File: src/rtl/sorter_pkg.sv
// Shared types and helpers for the sorted-quad serializer: byte width,
// the quad record produced by the upstream 4-element sorter, the FSM
// state encoding, and small pure functions used by the datapath.
package sorter_pkg;

  localparam int BYTE_W = 8;

  // Packed so the quad can live in a single memory word; max is the MSB lane.
  typedef struct packed {
    logic [BYTE_W-1:0] max;
    logic [BYTE_W-1:0] second_max;
    logic [BYTE_W-1:0] second_min;
    logic [BYTE_W-1:0] min;
  } quad_t;

  // IDLE: nothing presented downstream. EMIT: head quad is being serialized.
  typedef enum logic {
    IDLE = 1'b0,
    EMIT = 1'b1
  } state_t;

  // True when the quad is not non-increasing from max down to min.
  // Equal neighbours are a legal sort result and do not count as a violation.
  function automatic logic quad_misordered(input quad_t q);
    return (q.max < q.second_max) ||
           (q.second_max < q.second_min) ||
           (q.second_min < q.min);
  endfunction

  // Select the byte presented at emission position idx. Descending order walks
  // max -> min; ascending order walks the same lanes backwards (3 - idx).
  function automatic logic [BYTE_W-1:0] quad_byte(input quad_t q,
                                                  input logic [1:0] idx,
                                                  input logic ascending);
    logic [1:0] slot;
    slot = ascending ? ~idx : idx;
    case (slot)
      2'd0:    return q.max;
      2'd1:    return q.second_max;
      2'd2:    return q.second_min;
      default: return q.min;
    endcase
  endfunction

endpackage

File: src/rtl/quad_fifo.sv
// Circular buffer of sorted quads. Pointers wrap naturally because DEPTH is
// a power of two; an occupancy counter one bit wider than the pointers tells
// full from empty. The head entry is always visible on rdata.
module quad_fifo
  import sorter_pkg::*;
#(
  parameter int DEPTH = 4
) (
  input  logic                     clk,
  input  logic                     rst,
  input  logic                     push,
  input  logic                     pop,
  input  quad_t                    wdata,
  output quad_t                    rdata,
  output logic                     full,
  output logic                     empty,
  output logic [$clog2(DEPTH):0]   count
);

  localparam int AW = $clog2(DEPTH);
  localparam logic [AW:0] DEPTH_C = (AW + 1)'(DEPTH);

  quad_t         mem [DEPTH];
  logic [AW-1:0] wr_ptr;
  logic [AW-1:0] rd_ptr;

  // Write the incoming quad into the tail slot.
  // NOTE: the storage array is deliberately not reset; validity is carried by
  // count and the pointers, and leaving RAM out of reset lets it map to memory.
  always_ff @(posedge clk) begin
    if (push) begin
      mem[wr_ptr] <= wdata;
    end
  end

  // Advance pointers and track occupancy; simultaneous push and pop cancel.
  always_ff @(posedge clk) begin
    if (!rst) begin
      wr_ptr <= '0;
      rd_ptr <= '0;
      count  <= '0;
    end else begin
      if (push) begin
        wr_ptr <= wr_ptr + 1'b1;
      end
      if (pop) begin
        rd_ptr <= rd_ptr + 1'b1;
      end
      case ({push, pop})
        2'b10:   count <= count + 1'b1;
        2'b01:   count <= count - 1'b1;
        default: count <= count;
      endcase
    end
  end

  // The write slot never aliases the head while count < DEPTH, so a push
  // in the same cycle cannot disturb the quad being emitted.
  assign rdata = mem[rd_ptr];
  assign full  = (count == DEPTH_C);
  assign empty = (count == '0);

endmodule

File: src/rtl/sorted_quad_serializer.sv
// Buffers sorted quads from a 4-element sorter and emits each one as four
// bytes over a valid/ready stream, largest first (or smallest first when
// ASCENDING=1). Also flags any accepted quad that is not in sort order and
// counts fully emitted quads. DEPTH must be a power of two, at least 2.
module sorted_quad_serializer
  import sorter_pkg::*;
#(
  parameter int DEPTH     = 4,
  parameter bit ASCENDING = 1'b0
) (
  input  logic              clk,
  input  logic              rst,
  input  logic              in_valid,
  output logic              in_ready,
  input  logic [BYTE_W-1:0] max,
  input  logic [BYTE_W-1:0] second_max,
  input  logic [BYTE_W-1:0] second_min,
  input  logic [BYTE_W-1:0] min,
  output logic [BYTE_W-1:0] out_data,
  output logic              out_valid,
  input  logic              out_ready,
  output logic              out_last,
  output logic              order_err,
  output logic [15:0]       quad_count
);

  localparam int CW = $clog2(DEPTH) + 1;

  quad_t          in_quad;
  quad_t          head;
  logic           fifo_full;
  logic           fifo_empty;
  logic [CW-1:0]  fifo_count;

  logic           push;
  logic           pop;
  logic           accept;

  state_t         state_q;
  state_t         state_d;
  logic [1:0]     idx_q;
  logic [1:0]     idx_d;

  assign in_quad = '{max: max, second_max: second_max,
                     second_min: second_min, min: min};

  // in_ready looks only at fullness, never at out_ready, so a full buffer
  // refuses input even in a cycle where the head is about to retire.
  assign in_ready = rst && !fifo_full;
  assign push     = in_valid && in_ready;
  assign accept   = out_valid && out_ready;
  assign pop      = accept && (idx_q == 2'd3);

  quad_fifo #(
    .DEPTH (DEPTH)
  ) u_fifo (
    .clk   (clk),
    .rst   (rst),
    .push  (push),
    .pop   (pop),
    .wdata (in_quad),
    .rdata (head),
    .full  (fifo_full),
    .empty (fifo_empty),
    .count (fifo_count)
  );

  // Next-state logic: start emitting once a quad is stored, step the byte
  // index on each accepted byte, and roll straight into the next quad.
  // NOTE: every variable gets a default at the top of the block so no path
  // leaves it unassigned, which would otherwise infer a latch.
  always_comb begin
    state_d = state_q;
    idx_d   = idx_q;
    case (state_q)
      IDLE: begin
        if (!fifo_empty) begin
          state_d = EMIT;
          idx_d   = 2'd0;
        end
      end
      EMIT: begin
        if (accept) begin
          if (idx_q == 2'd3) begin
            idx_d = 2'd0;
            // Another quad behind the head (or arriving now) keeps us in
            // EMIT so consecutive quads go out without a bubble.
            if ((fifo_count != CW'(1)) || push) begin
              state_d = EMIT;
            end else begin
              state_d = IDLE;
            end
          end else begin
            idx_d = idx_q + 2'd1;
          end
        end
      end
      default: begin
        state_d = IDLE;
        idx_d   = 2'd0;
      end
    endcase
  end

  // Register FSM state, the emitted-quad counter and the sticky order flag.
  // NOTE: clocked state uses non-blocking assignments so every register
  // samples pre-edge values; blocking here would create order-dependent races.
  always_ff @(posedge clk) begin
    if (!rst) begin
      state_q    <= IDLE;
      idx_q      <= 2'd0;
      quad_count <= 16'd0;
      order_err  <= 1'b0;
    end else begin
      state_q <= state_d;
      idx_q   <= idx_d;
      if (pop) begin
        quad_count <= quad_count + 16'd1;
      end
      if (push && quad_misordered(in_quad)) begin
        order_err <= 1'b1;
      end
    end
  end

  // Outputs are forced quiet while reset is held, even before the first edge.
  assign out_valid = rst && (state_q == EMIT);
  assign out_last  = out_valid && (idx_q == 2'd3);
  assign out_data  = out_valid ? quad_byte(head, idx_q, ASCENDING) : '0;

endmodule

File: config.mk
export PLATFORM = sky130hd
export DESIGN_NAME = sorted_quad_serializer
export DESIGN_NICKNAME = d
export VERILOG_FILES = /design/src/rtl/sorter_pkg.sv /design/src/rtl/quad_fifo.sv /design/src/rtl/sorted_quad_serializer.sv
export SDC_FILE = /design/constraint.sdc
export NUM_CORES = 1
export LEC_CHECK = 0
export BUFFER_PORTS_ARGS = -buffer_cell sky130_fd_sc_hd__buf_2
export CAP_MARGIN = 20
export CORE_MARGIN = 4
export CORE_UTILIZATION = 55
export DETAILED_ROUTE_END_ITERATION = 8
export HOLD_SLACK_MARGIN = 0.08
export PLACE_DENSITY = 0.79
export SYNTH_ARGS = -nofsm -noshare
export SYNTH_HDL_FRONTEND = slang
export SYNTH_SLANG_ARGS = --single-unit
File: constraint.sdc
create_clock -name clk -period 4.4 [get_ports clk]
set_clock_uncertainty 0.1 [all_clocks]
set_input_delay 0.66 -clock clk [delete_from_list [all_inputs] [get_ports clk]]
set_output_delay 0.66 -clock clk [all_outputs]
set_load 0.005 [all_outputs]
==> impl_metrics.csv <==
group,metric,value,unit
status,outcome,"finished, final reports clean",
logic_synthesis,seq_area_frac_synth,65.2,%
power_and_ir_drop,ir_worst_vdd,482,µV
logic_synthesis,syn_area_per_cell,15.7,µm²
detailed_routing,wl_per_cell,20.4,µm
sta,relSlewSlack,48.9,%
hold_path,holdPathEnd,"u_fifo.mem[1][1]$_DFFE_PP_",
setup_path,r2r_slack,1.76,ns
clocking,cts_resized,0,
detailed_routing,wirelength,14000,µm
setup_path,r2r-start,"u_fifo.count[0]$_SDFFE_PN0P_",
power_and_ir_drop,p_leak,0.00285,µW
placed_design,place_congestion,0.788,
floorplanning,die_x,119,µm
setup_path,path_max_fanout,19,
floorplanning,die_area,14200,µm²
global_route,overflow,0,
sta,hold_viol_final,0,
clocking,postCtsHoldBufs,0,
global_route,antenna_found_initial,0,
sta,setup_tns,0,ns
global_route,grt_pass1_wl,22700,µm
sta,whs,0.367,ns
detailed_routing,via_per_inst,5.85,
placed_design,place_ws,1.53,ns
clocking,clock_path_buffers,2,
clocking,cts_tree,"done",
global_route,grt_max_degree,33,
logic_synthesis,synth_top_area_share,56.7,%
setup_path,rr_endpoint,"u_fifo.count[2]$_SDFFE_PN0P_",
layout,drive_gt1_share,27.1,%
sta,rsz0062_at_grt,"no",
setup_path,crit_path_start_kind,"register",
floorplanning,initial_core_util,56.2,%
detailed_routing,drc_errors,0,
detailed_routing,dr.pass1.iters,5,
placed_design,dp_hpwl,9280,µm
logic_synthesis,synth_area_leaders,"edfxtp_1 (57%), mux4_2 (11%), dfxtp_1 (8.6%)",
setup_path,required,3.64,ns
layout,final_nets,579,
setup_path,cp.arrival,2.51,ns
clocking,cts_buffers,17,
clocking,cts.htree.levels,4,
hold_path,worstHoldStart,"min[1]",
sta,drv_slew,0,
floorplanning,num_rows,40,
hold_path,min_path_type,"in -> reg",
sta,fmax,306,MHz
sta,tightest_slew,0.763,ns
sta,setup_slack,1.13,ns
sta,setup_violations,0,
logic_synthesis,synth_area,6780,µm²
layout,antenna_cells,0,
setup_path,path_class,"reg -> out",
power_and_ir_drop,power.density,423,nW/µm²
layout,final_cell_mix,"edfxtp_1 (128), buf_2 (63), ha_1 (35), inv_1 (32), mux4_2 (32)",
setup_path,rr_worst_depth,8,
flow_run,maxCapViolations,0,
logic_synthesis,synth_top_area_cell,"edfxtp_1",
layout,nFillCells,845,
clocking,clkSinkCount,157,
sta,period_minus_slack,3.27,ns
detailed_routing,ant_nets,0,
logic_synthesis,ys_seq_elements,157,
sta,min_period_over_period,74.3,%
detailed_routing,vias,4022,
logic_synthesis,ys_warn_count,0,
floorplanning,coreArea,12100,µm²
global_route,grt_pass1_vias,4195,
detailed_routing,drt_iter0_markers,367,
setup_path,critPathCaptureType,"output pin",
logic_synthesis,syn_inst,432,
clocking,clk_transition_reported_paths,0.06,ns
floorplanning,dieHeight,119,µm
logic_synthesis,yosys.cell_types.count,49,
hold_path,hold_depth,1,
floorplanning,io_pins,64,
logic_synthesis,syn-num-nets,503,
layout,final_common_cell,"edfxtp_1",
clocking,post_cts_buffers,0,
placed_design,port_buffers,63,
clocking,worstSkewPairLatency,0.42,ns
global_route,grt_use_total,21.3,%
clocking,cts-root-buf,"clkbuf_16",
layout,fin_util,65.7,%
layout,syn2layout_area_growth,16.8,%
## cell families (layout without fill, tap and decap cells)
| family | Yosys count | count (layout) | share of synthesized area [%] |
|---|---|---|---|
| DFF | 157 | 157 | 65.2 |
| xor gates and xnor gates | 12 | 12 | 1.55 |
| and+or+nand+nor | 66 | 66 | 5.57 |
| AOI/OAI and AO/OA | 77 | 77 | 7.10 |
| muxes | 35 | 35 | 11.1 |
| buffers and inverters | 50 | 138 | 3.03 |
| adders and majority gates | 35 | 35 | 6.46 |
## per-layer routing
metal	up-vias	part of all wire, %	global-route usage [%]
met1	2011	40	27.0
li1	1832	-	-
met5	-	0	0
met4	0	2.1	7.02
met3	29	5.9	6.03
met2	150	52	35.6
## through the flow
step,cells,power [µW],cell area [µm²]
detailed placement,657,1870,7310
floorplan,432,1790,6780
global placement,657,1860,7310
global route,688,3480,7930
finish,688,3360,7930
CTS,688,3380,7930
## worst max-delay path by stage
stage               slack (ns)                    endpoint      from  depth (start not counted)
CTS                       1.06                 out_data[5]  register                          5
global placement          1.54                 out_data[4]  register                          5
finish                    1.13                 out_data[5]  register                          5
detailed placement        1.53                 out_data[6]       rst                          6
global route              0.86                 out_data[5]  register                          5
floorplan                 1.91  u_fifo.mem[0][0]$_DFFE_PP_       rst                          3
## power breakdown
part,leakage [µW],total (µW),internal (µW),switching (µW)
combinational,0.00117,183,72.1,111
sequential,0.00140,1660,1650,13.8
clock,0.000286,1510,946,568
## registers in the layout, indices dropped and copies added, names as in the netlist, named ones only
name	cells
u_fifo.rd_ptr	2
u_fifo.wr_ptr	2
u_fifo.mem	128
u_fifo.count	3
idx_q	2
quad_count	16
order_err	1
state_q	1
## critical path, stage by stage, from the launching register on
cell,delay [ns]
dfxtp_2,0.77
buf_4,0.33
mux4_2,0.53
a22oi_1,0.20
a21oi_1,0.11
buf_2,0.14
## area by class of cell
cell class                 instances  area, µm²  share of cell area (%)
clock buffer                      17        425                    5.37
clock inverter                    14        193                    2.43
inverter                          34        128                    1.61
multi-input combinational        225       2150                    27.2
sequential                       157       4430                    55.8
tap                              168        210                    2.65
timing repair buffer              73        390                    4.93
## cell usage after synthesis, drive strengths merged
| library cell | instances |
|---|---|
| xor2 | 7 |
| mux2i | 3 |
| nand3 | 3 |
| edfxtp | 128 |
| dfxtp | 29 |
| o31ai | 4 |
| o2111ai | 2 |
| a21boi | 1 |
| a21oi | 27 |
| o41ai | 1 |
| o21a | 5 |
| o211ai | 2 |
| nor2 | 18 |
| nor3 | 3 |
| o21ai | 16 |
| buf | 8 |
| and3 | 5 |
| nor4 | 2 |
| nand2b | 3 |
| mux4 | 32 |
| a21o | 2 |
| xnor2 | 5 |
| clkinv | 1 |
| nor3b | 2 |
| ha | 35 |
| a41oi | 1 |
| a32oi | 3 |
| or2 | 1 |
| or4 | 2 |
| or3b | 1 |
| or4b | 1 |
| a211oi | 3 |
| inv | 33 |
| and2 | 1 |
| o311ai | 1 |
| nand2 | 12 |
| a22oi | 8 |
| a2111oi | 1 |
| or3 | 3 |
| and4 | 1 |
| clkbuf | 8 |
| nand4 | 8 |
No activity file was read; power rests on OpenSTA's default activity.
